$ cat src/rtl/dmem_port_arbiter_pkg.sv
// Shared owner/read-tag encodings and default widths for the data-memory port arbiter.
package dmem_port_arbiter_pkg;

  localparam int AW_DEF         = 8;
  localparam int DW_DEF         = 16;
  localparam int STARVE_MAX_DEF = 4;

  typedef enum logic [1:0] {
    OWN_NONE = 2'd0,
    OWN_CPU  = 2'd1,
    OWN_HOST = 2'd2
  } owner_e;

  // A slot produces read data next cycle only when its owner issued a read.
  function automatic owner_e rd_tag_next(input owner_e own, input logic cpu_re,
                                         input logic cpu_we, input logic host_we);
    owner_e tag;
    tag = OWN_NONE;
    if ((own == OWN_CPU) && cpu_re && !cpu_we) tag = OWN_CPU;
    else if ((own == OWN_HOST) && !host_we) tag = OWN_HOST;
    return tag;
  endfunction

endpackage

$ cat src/rtl/dmem_port_arbiter_starve_counter.sv
// arb_starve_counter: saturating count of consecutive host losses with a terminal flag.
module arb_starve_counter #(
  parameter int MAX = 4
) (
  input  logic clock,
  input  logic reset,
  input  logic i_clr,
  input  logic i_inc,
  output logic o_term
);

  localparam int CW = $clog2(MAX + 1);
  localparam logic [CW-1:0] MAX_C = CW'(MAX);

  logic [CW-1:0] r_cnt;

  always_ff @(posedge clock or posedge reset) begin
    if (reset) begin
      r_cnt <= '0;
    end else if (i_clr) begin
      r_cnt <= '0;
    end else if (i_inc && (r_cnt != MAX_C)) begin
      r_cnt <= r_cnt + 1'b1;
    end
  end

  assign o_term = (r_cnt == MAX_C);

endmodule

$ cat src/rtl/dmem_port_arbiter.sv
// Shares one synchronous data-RAM port between the CPU load/store stage and a host port.
// Optional fairness (forced host slot after STARVE_MAX losses) is enabled by DMEM_ARB_FAIR_EN.
module dmem_port_arbiter
  import dmem_port_arbiter_pkg::*;
#(
  parameter int AW         = AW_DEF,
  parameter int DW         = DW_DEF,
  parameter int STARVE_MAX = STARVE_MAX_DEF
) (
  input  logic          clock,
  input  logic          reset,
  input  logic          cpu_re,
  input  logic          cpu_we,
  input  logic [AW-1:0] cpu_addr,
  input  logic [DW-1:0] cpu_wdata,
  output logic [DW-1:0] cpu_rdata,
  output logic          cpu_stall,
  input  logic          host_req,
  input  logic          host_we,
  input  logic [AW-1:0] host_addr,
  input  logic [DW-1:0] host_wdata,
  output logic          host_gnt,
  output logic          host_rvalid,
  output logic [DW-1:0] host_rdata,
  output logic [AW-1:0] mem_addr,
  output logic [DW-1:0] mem_wdata,
  output logic          mem_we,
  input  logic [DW-1:0] mem_rdata
);

  logic          w_cpu_act;
  logic          w_force_host;
  owner_e        w_owner;
  owner_e        w_tag_nxt;
  owner_e        r_rd_tag;
  logic [DW-1:0] r_cpu_rdata;
  logic [DW-1:0] r_host_rdata;

  assign w_cpu_act = cpu_re | cpu_we;

`ifdef DMEM_ARB_FAIR_EN
  logic w_term;

  arb_starve_counter #(
    .MAX(STARVE_MAX)
  ) u_starve (
    .clock  (clock),
    .reset  (reset),
    .i_clr  (w_owner == OWN_HOST),
    .i_inc  (host_req && (w_owner == OWN_CPU)),
    .o_term (w_term)
  );

  assign w_force_host = w_term & host_req & w_cpu_act;
`else
  assign w_force_host = 1'b0;
`endif

  always_comb begin
    w_owner = OWN_NONE;
    if (w_cpu_act && !w_force_host) w_owner = OWN_CPU;
    else if (host_req)              w_owner = OWN_HOST;
  end

  always_comb begin
    mem_addr  = '0;
    mem_wdata = '0;
    mem_we    = 1'b0;
    case (w_owner)
      OWN_CPU: begin
        mem_addr  = cpu_addr;
        mem_wdata = cpu_wdata;
        mem_we    = cpu_we;
      end
      OWN_HOST: begin
        mem_addr  = host_addr;
        mem_wdata = host_wdata;
        mem_we    = host_we;
      end
      default: ;
    endcase
  end

  assign host_gnt  = (w_owner == OWN_HOST);
  assign cpu_stall = w_cpu_act & (w_owner != OWN_CPU);
  assign w_tag_nxt = rd_tag_next(w_owner, cpu_re, cpu_we, host_we);

  // Tag stage: steer the RAM's 1-cycle-late read data to whoever issued the read.
  always_ff @(posedge clock or posedge reset) begin
    if (reset) begin
      r_rd_tag     <= OWN_NONE;
      r_cpu_rdata  <= '0;
      r_host_rdata <= '0;
    end else begin
      r_rd_tag <= w_tag_nxt;
      if (r_rd_tag == OWN_CPU)  r_cpu_rdata  <= mem_rdata;
      if (r_rd_tag == OWN_HOST) r_host_rdata <= mem_rdata;
    end
  end

  // Data passes straight through in the tagged cycle so the CPU sees no extra latency.
  assign cpu_rdata   = (r_rd_tag == OWN_CPU)  ? mem_rdata : r_cpu_rdata;
  assign host_rdata  = (r_rd_tag == OWN_HOST) ? mem_rdata : r_host_rdata;
  assign host_rvalid = (r_rd_tag == OWN_HOST);

endmodule

$ cat config.mk
export PLATFORM = sky130hd
export DESIGN_NAME = dmem_port_arbiter
export DESIGN_NICKNAME = d
export VERILOG_FILES = /design/src/rtl/dmem_port_arbiter_pkg.sv /design/src/rtl/dmem_port_arbiter_starve_counter.sv /design/src/rtl/dmem_port_arbiter.sv
export SDC_FILE = /design/constraint.sdc
export NUM_CORES = 1
export LEC_CHECK = 0
export BUFFER_PORTS_ARGS = -buffer_cell sky130_fd_sc_hd__buf_2
export CAP_MARGIN = 20
export CORE_MARGIN = 2
export CORE_UTILIZATION = 37
export CTS_CLUSTER_DIAMETER = 60
export CTS_CLUSTER_SIZE = 12
export DETAILED_ROUTE_END_ITERATION = 7
export GPL_TIMING_DRIVEN = 1
export PLACE_DENSITY = 0.85
export SLEW_MARGIN = 30
export SYNTH_ARGS = -nofsm -noshare
export SYNTH_HDL_FRONTEND = slang
export SYNTH_HIERARCHICAL = 1
export SYNTH_SLANG_ARGS = --single-unit
$ cat constraint.sdc
create_clock -name clock -period 1.3 [get_ports clock]
set_clock_uncertainty 0.15 [all_clocks]
set_input_delay 0.065 -clock clock [delete_from_list [all_inputs] [get_ports clock]]
set_output_delay 0.065 -clock clock [all_outputs]
set_load 0.01 [all_outputs]
; ---- Yosys cells after proc, flatten, opt, wreduce, memory -nomap -nowiden
; Index checks and enable logic that the tools add are counted.
[word_totals]
elab_cells = 24
register_bits = 34
out_inout_bits = 60
in_bits = 70
[classes]
mux = 9
bitwise = 2
reduce_logical = 5
n_eq_ne = 5
[op_table]
columns = operator, n
row1 = two-way mux 16 bit, 2
row2 = case mux 16 bit (2 select lines), 1
row3 = case mux 8 bit (2 select lines), 1
row4 = two-way mux 2 bit, 4
row5 = equality test 2 x 1 -> 1 bit (second input constant), 2
row6 = equality test 2 bit (second input constant), 2
row7 = logical AND 1 bit, 3
row8 = logical NOT 1 bit, 2
row9 = != test 2 x 1 -> 1 bit (second input constant), 1
row10 = case mux 1 bit (2 select lines), 1
row11 = AND 1 bit, 1
row12 = OR 1 bit, 1

; ---- Depth between registers and ports, before layout
; Gate-level depths: netlist (run 1).
[logic_depth]
word_depth = 6
ltp_mapped = 4
ltp_nobuf = 2

; ---- Worst setup path before layout (run 1)
; No wires, ideal clock.
[synth_path]
path_type = flip-flop to flip-flop
from = register r_rd_tag[0]
to = register r_host_rdata[10]
t_required_ps = 1017
path_buffers = 2
path_stages_with_launch = 5
setup_time_ps = 133
period_less_slack_ps = 1352
slack_ps = -52
arrival_ps = 1069
path_cell_list = dfrtp_1 nand2b_1 buf_6 buf_12 mux2_4
[synth_between]
elab_chain_cells = 2
[synth_lines]
columns = element, line_no
row1 = from (decl), dmem_port_arbiter.sv:35  ; owner_e r_rd_tag;
row2 = from (signal assigned), dmem_port_arbiter.sv:95  ; r_rd_tag <= w_tag_nxt;
row3 = equality test 2 bit, --
row4 = two-way mux 16 bit, --
row5 = via host_rdata[10], dmem_port_arbiter.sv:24  ; output logic [DW-1:0] host_rdata,
row6 = to (signal assigned), dmem_port_arbiter.sv:97  ; if (r_rd_tag == OWN_HOST) r_host_rdata <= mem_rdata;
row7 = to (decl), dmem_port_arbiter.sv:37  ; logic [DW-1:0] r_host_rdata;
; The timed path passes the listed nets, and every way through them passes these cells.

; ---- Worst setup path in the final report (run 1)
[layout_path]
from = register r_rd_tag[1]
to = output cpu_rdata[7]
[layout_between]
elab_chain_cells = 2
[layout_lines]
columns = element, line_no
row1 = equality test 2 x 1 -> 1 bit, dmem_port_arbiter.sv:102  ; assign cpu_rdata = (r_rd_tag == OWN_CPU) ? mem_rdata : r_cpu_rdata;
row2 = two-way mux 16 bit, --
row3 = to (decl), dmem_port_arbiter.sv:16  ; output logic [DW-1:0] cpu_rdata,
; No other way between the ends.

==> impl_metrics.csv, run 1 <==
group,metric,value,unit
placed_design,port_buffers,128,
clocking,cts_buffers,5,
timing,final_max_slew_viol_count,0,
cells_and_area,diodes,0,
cells_and_area,fin_cells,374,
die,die_w,74.1,um
timing,fmax,577,MHz
synth,yosysWarnings,6,
cells_and_area,multi_input_area,882,um2
die,io_pins,130,
global_routing,track_usage,18.0,%
timing,post-route-period-util,133,%
pwr,ir_worst_vdd,0.000468,V
drt,drc,0,
synth,synth_cells,165,
timing,final_hold_viol_count,26,
outcome,violations,"negative hold slack, negative setup slack",
cells_and_area,final_nets,376,
cells_and_area,layout-area-overhead-vs-synth,66.9,%
critical_path,crit_chain,"nor2b_4 > buf_12 > mux2_4 > buf_6",
timing,tns,-14.42,ns
critical_path,arrival,1.52,ns
die,fp.coreArea,4720,um2
synth,syn_nets,235,
cells_and_area,fillers,348,
drt,post_drt_wl_per_cell,14.6,um
drt,first_pass_iters,4,
global_routing,grt_pass1_vias,1648,
die,initial_core_util,38.5,%
clocking,cts.sinks,34,
critical_path,critPathKind,"register to primary output",
critical_path,cp_slowest_cell,"dfrtp_2",
global_routing,antenna_found_initial,0,
synth,synth_cell_type_count,19,
die,row_count,25,
clocking,clock_path_buffers,2,
critical_path,cp_max_fo,9,
drt,drtIter0Drc,56,
synth,syn_area,1820,um2
clocking,postCtsHoldBufs,3,
timing,fin_ws,-0.433,ns
timing,setup_viol,60,
clocking,clock-root-buffer,"clkbuf_8",
cells_and_area,drive_above_1_share,61.9,%
timing,fin_hold_ws,-0.0988,ns
synth,synth-seq-cells,34,
clocking,cts_tree,"done",
flow_run,cap_violations,0,
drt,vias,1763,
die,die_height,74.1,um
synth,syn_area_per_cell,11.0,um2
critical_path,max_stage_delay,0.44,ns
critical_path,start_kind,"register",
pwr,power_density,1240,nW/um2
drt,wl,5.46,mm
drt,viasPerCell,4.71,
global_routing,grt_pass1_wl,7.53,mm
critical_path,end_kind,"primary output",
drt,detail-route-antenna-nets,0,
clocking,clk_pin_slew,0.07,ns
hold_path,worst_hold_path_type,"primary input to register",
global_routing,grt_overflow,0,
clocking,worstSkewPairLatency,0.27,ns
synth,synth-seq-area-share,46.8,%
timing,period_needed,1.73,ns
timing,rsz0062_at_grt,"yes",
placed_design,dp.cells,354,
outcome,status,"complete, but fails checks",
pwr,power_leakage,1.58,nW
critical_path,worst_ep_required_time,1.09,ns
clocking,htreeDepth,2,
placed_design,dpl.hpwl,3.71,mm
die,die_area,5490,um2
cells_and_area,seq_area,852,um2
global_routing,grt_max_degree,35,
placed_design,gp_congestion,0.773,
[repair_timing]
item,4_1_cts,5_1_grt
endpoints found under the hold margin,68,30
buffers inserted,0,8
resized for setup,20,43
cloned,0,1
setup endpoints to repair,63,65
[sequential cells by signal (all words and copies together) (netlist names)]
| register | count |
|---|---|
| r_cpu_rdata | 16 |
| r_host_rdata | 16 |
| r_rd_tag | 2 |
[where the power goes]
| part | switching [W] | total (W) | leakage (nW) | internal [W] |
|---|---|---|---|---|
| Clock | 0.000359 | 0.000932 | 0.0524 | 0.000573 |
| Sequential | 0.0000689 | 0.00133 | 0.400 | 0.00126 |
| Combinational | 0.000588 | 0.00149 | 1.13 | 0.000897 |
[stage by stage]
stage / area (um2) / total power, W / util [%] / setup slack (ns) / hold WS (ns)
after global routing: 3030 / 0.00394 / 64.2 / -0.488 / -0.103
after global placement: 2500 / 0.00232 / 53.0 / -0.127 / 0.0198
after detailed placement: 2500 / 0.00236 / 53.0 / -0.200 / 0.0311
after floorplan: 1820 / 0.00193 / - / -0.0525 / -0.0194
final: 3030 / 0.00374 / 64.2 / -0.433 / -0.0988
after CTS: 2760 / 0.00347 / 58.5 / -0.459 / -0.116
[critical path, delay by kind of cell (launching register included)]
kind                   cells  cell delay (ns)
flip-flops                 1             0.44
buffers and inverters      2             0.30
AND/OR/NAND/NOR            1             0.19
multiplexers               1             0.32
[cells by family after synthesis]
group           after synthesis  synth area share (%)
buf+inv                      18                  7.99
flops                        34                  46.8
other cells                   1                 0.206
simple gates                 31                  7.58
mux                          32                  23.8
compound gates               49                  13.6
[cell usage after synthesis]
cell | instances | area, um2
or2_4 | 1 | 8.76
mux2_2 | 13 | 146
nor2b_1 | 2 | 12.5
o21ai_1 | 20 | 100
mux2_4 | 19 | 285
buf_12 | 2 | 40.0
dfrtp_1 | 34 | 851
nor2b_2 | 1 | 8.76
clkbuf_1 | 5 | 18.8
buf_4 | 1 | 7.51
o21ai_0 | 28 | 140
inv_1 | 2 | 7.51
buf_6 | 5 | 56.3
o21bai_1 | 1 | 7.51
nand2_1 | 25 | 93.8
buf_2 | 3 | 15.0
nand2b_1 | 1 | 6.26
nor3b_1 | 1 | 7.51
conb_1 | 1 | 3.75
[placed cells by master (no fill, tap or decap), drive strengths merged]
cell type,n
or2,1
nor3b,1
dfrtp,34
inv,2
mux2,32
nor2b,3
conb,1
bufinv,1
nand2,25
o21bai,1
nand2b,1
o21ai,48
buf,146
dlygate4sd3,3
clkbuf,8
[routing by layer]
metal  wire length, um  up-vias  global-route usage, %
met1              2060      819                   20.2
met4                 0        0                   4.24
li1                  -      838                      -
met3               422        0                   4.07
met2              2980      106                   34.2
met5                 0        -                      0
[cell type report]
class	instances	share of cell area, %
sequential	34	28.1
inverter	2	0.330
multi-input combinational	113	29.1
tap	67	2.77
clock buffer	7	2.52
clock inverter	1	0.991
timing repair buffer	150	36.2
[worst paths after layout]
check,slack [ns],endpoint,cells after the start,from
worst max-delay path,-0.43,cpu_rdata[7],4,r_rd_tag[1]$_DFF_PP0_
worst min-delay path,-0.1,r_host_rdata[14]$_DFF_PP0_,2,mem_rdata[14]
worst max register to register,-0.16,r_cpu_rdata[2]$_DFF_PP0_,4,r_rd_tag[1]$_DFF_PP0_
worst min register to register,0.35,r_cpu_rdata[8]$_DFF_PP0_,1,r_cpu_rdata[8]$_DFF_PP0_
max in group asynchronous,0.38,r_rd_tag[1]$_DFF_PP0_,4,reset
min in group asynchronous,0.28,r_host_rdata[14]$_DFF_PP0_,4,reset
Power figures use the tool's default switching activity.
==> run 2, diff against run 1 <==
Settings changed: CTS_CLUSTER_DIAMETER 60 to 50.
Clock period 1.3 ns to 1.4 ns, I/O delays scaled along.
==> run 2 against run 1 <==
Net effect:
- the run ends with negative setup slack left
- first-iteration DRC count decreased by 13%
- critical endpoint is now host_rdata[12]
- critical path depth did not move
- global-route usage up 2.1 points
- non-clock buffer count increased by 9
- combinational power shrank 15%
- via count is 1.9% higher
- hold slack improved by 0.18 ns
- count of clock-buffer cells in the layout decreased by 1
- cell area up 0.74%
- sequential power decreased by 8%
- wire length is 2.8% higher
==> impl_metrics.csv, run 2 (synthesis results as in run 1) <==
group,metric,value,unit
clocking,clock-root-buffer,"clkbuf_8",
outcome,violations,"negative setup slack",
pwr,power_leakage,1.58,nW
clocking,worstSkewPairLatency,0.28,ns
timing,period_needed,1.75,ns
critical_path,cp_slowest_cell,"dfrtp_1",
die,die_w,74.1,um
clocking,clock_path_buffers,2,
cells_and_area,fillers,343,
hold_path,worst_hold_path_type,"primary input to register",
placed_design,port_buffers,128,
global_routing,grt_pass1_vias,1715,
die,io_pins,130,
outcome,status,"complete, but fails checks",
timing,final_max_slew_viol_count,0,
cells_and_area,final_core_util,64.7,%
critical_path,end_kind,"primary output",
cells_and_area,layout-area-overhead-vs-synth,68.1,%
die,die_area,5490,um2
clocking,clk_pin_slew,0.07,ns
global_routing,track_usage,20.0,%
cells_and_area,diodes,0,
clocking,htreeDepth,2,
cells_and_area,drive_above_1_share,57.8,%
cells_and_area,final_cell_mix,"buf_2, dfrtp_1, buf_6",
cells_and_area,reg.largest.list,"r_cpu_rdata (16), r_host_rdata (16), r_rd_tag (2)",
die,row_count,25,
cells_and_area,fin_cells,382,
global_routing,grt_max_degree,35,
pwr,power_density,1110,nW/um2
timing,fmax,572,MHz
drt,wl,5.61,mm
drt,first_pass_iters,4,
drt,detail-route-antenna-nets,0,
critical_path,start_kind,"register",
critical_path,critPathKind,"register to primary output",
drt,post_drt_wl_per_cell,14.7,um
global_routing,antenna_found_initial,0,
timing,setup_viol,35,
drt,vias,1797,
drt,viasPerCell,4.70,
critical_path,worst_ep_required_time,1.18,ns
pwr,ir_worst_vdd,0.000468,V
clocking,cts_buffers,5,
clocking,cts.sinks,34,
timing,final_hold_viol_count,0,
timing,fin_ws,-0.348,ns
clocking,cts_tree,"done",
placed_design,gp_congestion,0.746,
placed_design,dpl.hpwl,3.68,mm
global_routing,grt_overflow,0,
die,initial_core_util,38.5,%
flow_run,cap_violations,0,
global_routing,grt_pass1_wl,8.10,mm
drt,drtIter0Drc,49,
placed_design,pre_cts_ws,-0.0725,ns
critical_path,cp_max_fo,7,
critical_path,max_stage_delay,0.38,ns
critical_path,arrival,1.53,ns
cells_and_area,final_nets,385,
timing,post-route-period-util,125,%
placed_design,dp.cells,353,
critical_path,crit_chain,"nand2b_2 > clkbuf_16 > mux2_4 > buf_6",
die,fp.coreArea,4720,um2
timing,rsz0062_at_grt,"yes",
drt,drc,0,
cells_and_area,final_common_cell,"buf_2",
die,die_height,74.1,um
## run 2: cell types whose count changed in the layout (fill, tap and decap cells not counted), moves of 2 or more
| cell | before | now |
|---|---|---|
| dlygate4sd3_1 | 3 | 19 |
| clkbuf_1 | 2 | 0 |
| mux2_4 | 32 | 27 |
| buf_6 | 43 | 30 |
| buf_2 | 96 | 102 |
| mux2_2 | 0 | 5 |
## run 2: metal layers
layer,part of all wire [%],vias to the layer above,GRT usage (%)
met5,0,-,0
met4,2.4,0,8.28
met3,7.5,10,5.15
met2,54,99,37.2
met1,37,830,21.4
li1,-,858,-
## run 2: what timing repair did
action | 4_1_cts | 5_1_grt
endpoints found under the hold margin | 68 | 0
setup endpoints to repair | 34 | 38
cloned | 0 | 1
hold buffers | 19 | 0
buffers inserted | 0 | 2
gates resized for setup | 31 | 10
## run 2: final cells by class
| type | instances | area [um2] | share of cell area [%] |
|---|---|---|---|
| repair buffers | 159 | 1140 | 37.4 |
| multi-input cells | 113 | 858 | 28.1 |
| flip-flops and latches | 34 | 851 | 27.9 |
| well taps | 67 | 83.8 | 2.74 |
| clock buffers | 6 | 82.6 | 2.70 |
| clock inverters | 1 | 30.0 | 0.983 |
| inverters | 2 | 7.51 | 0.246 |
## run 2: worst paths after layout
kind                                      startpoint                        end  slack, ns  cells after the start
setup / recovery               r_rd_tag[0]$_DFF_PP0_             host_rdata[12]      -0.35                      4
hold / removal                              host_req      r_rd_tag[1]$_DFF_PP0_       0.08                      3
setup reg to reg               r_rd_tag[1]$_DFF_PP0_   r_cpu_rdata[2]$_DFF_PP0_      -0.05                      4
hold reg to reg            r_host_rdata[5]$_DFF_PP0_  r_host_rdata[5]$_DFF_PP0_       0.34                      1
max in group asynchronous                      reset   r_cpu_rdata[0]$_DFF_PP0_       0.52                      4
min in group asynchronous                      reset  r_host_rdata[4]$_DFF_PP0_       0.28                      4
## run 2: stage by stage
stage,total power (W),hold slack (ns),area [um2],TNS (ns)
floorplan,0.00179,-0.0144,1820,0
global placement,0.00215,0.0251,2500,-0.167
detailed placement,0.00219,0.0263,2500,-0.596
CTS,0.00334,0.0698,2970,-9.84
global route,0.00356,0.0848,3050,-13.77
finish,0.00338,0.0820,3050,-10.52
## run 2: where the power goes
| part | internal, W | total [W] | switching [W] |
|---|---|---|---|
| clock | 0.000569 | 0.000897 | 0.000328 |
| combinational | 0.000736 | 0.00126 | 0.000522 |
| sequential | 0.00117 | 0.00123 | 0.0000624 |
| total | 0.00247 | 0.00338 | 0.000912 |
## run 2: critical path: cells and delay by family (launching register included)
| kind | cells | cell delay, ns |
|---|---|---|
| buffers and inverters | 2 | 0.31 |
| muxes | 1 | 0.31 |
| DFF | 1 | 0.38 |
| and+or+nand+nor | 1 | 0.24 |
==> run 3, diff against run 2 <==
Settings changed: SETUP_SLACK_MARGIN from default to 0.4.
==> run 3 against run 2 <==
Net effect:
- non-clock buffer count down 3
- the flow finishes with violations (negative hold slack, negative setup slack)
- highest routed layer unchanged
- utilization up 6.4 points
- critical path type unchanged
- cell area up 10%
- final cell count down 0.26%
- hold slack worse by 0.18 ns
- count of clock-buffer cells in the layout unchanged
==> impl_metrics.csv, run 3 (synthesis results as in run 1) <==
group,metric,value,unit
pwr,power_frac_comb,43.0,%
die,die_height,74.1,um
pwr,switchingPower,0.000983,W
clocking,clock-root-buffer,"clkbuf_8",
clocking,clock_path_buffers,2,
drt,viasPerCell,4.94,
pwr,p_clk_share,20.5,%
cells_and_area,final_area,3360,um2
placed_design,pre_cts_ws,-0.0364,ns
placed_design,dp.cells,353,
cells_and_area,seq_area,851,um2
critical_path,cp_max_fo,12,
die,die_w,74.1,um
timing,final_max_slew_viol_count,0,
timing,rsz0062_at_grt,"yes",
drt,wl,6.20,mm
timing,fin_hold_ws,-0.0990,ns
critical_path,r2r_cells,5,
outcome,violations,"negative hold slack, negative setup slack",
cells_and_area,final_cell_mix,"buf_2, buf_6, dfrtp_1",
clocking,cts_buffers,5,
drt,detail-route-antenna-nets,0,
global_routing,grt_pass1_wl,8.35,mm
cells_and_area,final_nets,385,
critical_path,critPathKind,"register to primary output",
cells_and_area,fillers,299,
die,die_area,5490,um2
timing,period_needed,1.72,ns
critical_path,arrival,1.50,ns
timing,setup_viol,42,
cells_and_area,final_core_util,71.1,%
critical_path,r2r-start,"r_rd_tag[1]$_DFF_PP0_",
hold_path,min_from,"mem_rdata[0]",
die,fp.coreArea,4720,um2
outcome,status,"complete, but fails checks",
critical_path,worst_ep_required_time,1.18,ns
global_routing,antenna_found_initial,0,
timing,post-route-period-util,123,%
pwr,power_density,1000,nW/um2
critical_path,rr_endpoint,"r_cpu_rdata[8]$_DFF_PP0_",
global_routing,track_usage,20.0,%
die,initial_core_util,38.5,%
cells_and_area,fin_cells,381,
placed_design,port_buffers,128,
clocking,worstSkewPairLatency,0.28,ns
timing,final_hold_viol_count,23,
clocking,clk_pin_slew,0.07,ns
pwr,power_leakage,1.69,nW
timing,fmax,583,MHz
die,row_count,25,
placed_design,dpl.hpwl,3.77,mm
drt,post_drt_wl_per_cell,16.3,um
drt,vias,1881,
global_routing,grt_overflow,0,
clocking,cts_tree,"done",
pwr,ir_worst_vdd,0.000404,V
critical_path,end_kind,"primary output",
clocking,cts.sinks,34,
hold_path,hold_end,"r_host_rdata[0]$_DFF_PP0_",
flow_run,cap_violations,0,
clocking,postCtsHoldBufs,3,
drt,drtIter0Drc,77,
timing,fin_ws,-0.317,ns
hold_path,worst_hold_path_type,"primary input to register",
cells_and_area,layout-area-overhead-vs-synth,84.8,%
cells_and_area,drive_above_1_share,75.2,%
die,io_pins,130,
placed_design,gp_congestion,0.776,
pwr,internal_power,0.00238,W
hold_path,whs_path_depth,2,
critical_path,start_kind,"register",
pwr,power.share.sequential,36.5,%
global_routing,grt_pass1_vias,1769,
clocking,htreeDepth,2,
cells_and_area,reg.largest.list,"r_cpu_rdata (16), r_host_rdata (16), r_rd_tag (2)",
pwr,sw_frac_of_total,29.3,%
critical_path,rrSetupSlack,-0.16,ns
drt,first_pass_iters,4,
drt,drc,0,
cells_and_area,final_common_cell,"buf_2",
placed_design,placed_area,2650,um2
cells_and_area,diodes,0,
timing,tns,-10.35,ns
global_routing,grt_max_degree,35,
cells_and_area,multi_input_area,1170,um2
run 3: cell count changes in the layout (fill, tap and decap cells not counted), sizes merged:
| cell | delta |
|---|---|
| buf | +13 |
| bufinv | -1 |
| dlygate4sd3 | -16 |
| or2 | +3 |
run 3: final cells by class:
| cell class | count | share of cell area (%) |
|---|---|---|
| tap | 67 | 2.50 |
| clock buffer | 6 | 2.46 |
| multi-input combinational | 116 | 34.9 |
| timing repair buffer | 156 | 34.6 |
| inverter | 2 | 0.224 |
| sequential | 34 | 25.3 |
run 3: repair_timing:
item,in CTS,in global routing
pin swaps,13,13
endpoints found under the setup margin,90,84
setup buffers,6,8
hold endpoints to repair,68,26
resized for setup,80,47
cloned,4,1
run 3: per-layer routing:
metal / vias up / track usage, % / part of all wire (%)
li1: 863 / - / -
met1: 889 / 23.0 / 39
met2: 119 / 36.1 / 53
met3: 10 / 5.56 / 7.5
met4: 0 / 6.26 / 1.3
met5: - / 0 / 0
run 3: stage by stage:
step                      hold slack [ns]  total power (W)
after floorplan                   -0.0144          0.00186
after global placement             0.0231          0.00221
after detailed placement           0.0371          0.00224
after CTS                          -0.109          0.00317
after global routing               -0.101          0.00355
final                             -0.0990          0.00336
run 3: worst max-delay path, stage by stage, from the launching register on:
cell and delay (ns):
dfrtp_1 0.38, nand2b_1 0.20, buf_12 0.18, mux2_4 0.31, buf_2 0.15
run 3: power by group through the flow:
stage               Sequential [W]  Combinational (W)  Clock (W)
detailed placement         0.00124            0.00101          0
CTS                        0.00122            0.00123   0.000725
global route               0.00125            0.00154   0.000766
floorplan                  0.00122           0.000641          0
global placement           0.00123           0.000988          0
finish                     0.00123            0.00144   0.000689
run 3: how the worst max path moves through the flow:
| stage | cells past startpoint | slack (ns) | end | start |
|---|---|---|---|---|
| final | 4 | -0.32 | host_rdata[6] | r_rd_tag[0]$_DFF_PP0_ |
| after floorplan | 4 | 0.05 | r_host_rdata[10]$_DFF_PP0_ | r_rd_tag[0]$_DFF_PP0_ |
| after global placement | 4 | 0.002 | cpu_rdata[2] | r_rd_tag[1]$_DFF_PP0_ |
| after detailed placement | 4 | -0.04 | cpu_rdata[2] | r_rd_tag[1]$_DFF_PP0_ |
| after global routing | 4 | -0.37 | host_rdata[13] | r_rd_tag[0]$_DFF_PP0_ |
| after CTS | 4 | -0.33 | host_rdata[5] | r_rd_tag[1]$_DFF_PP0_ |
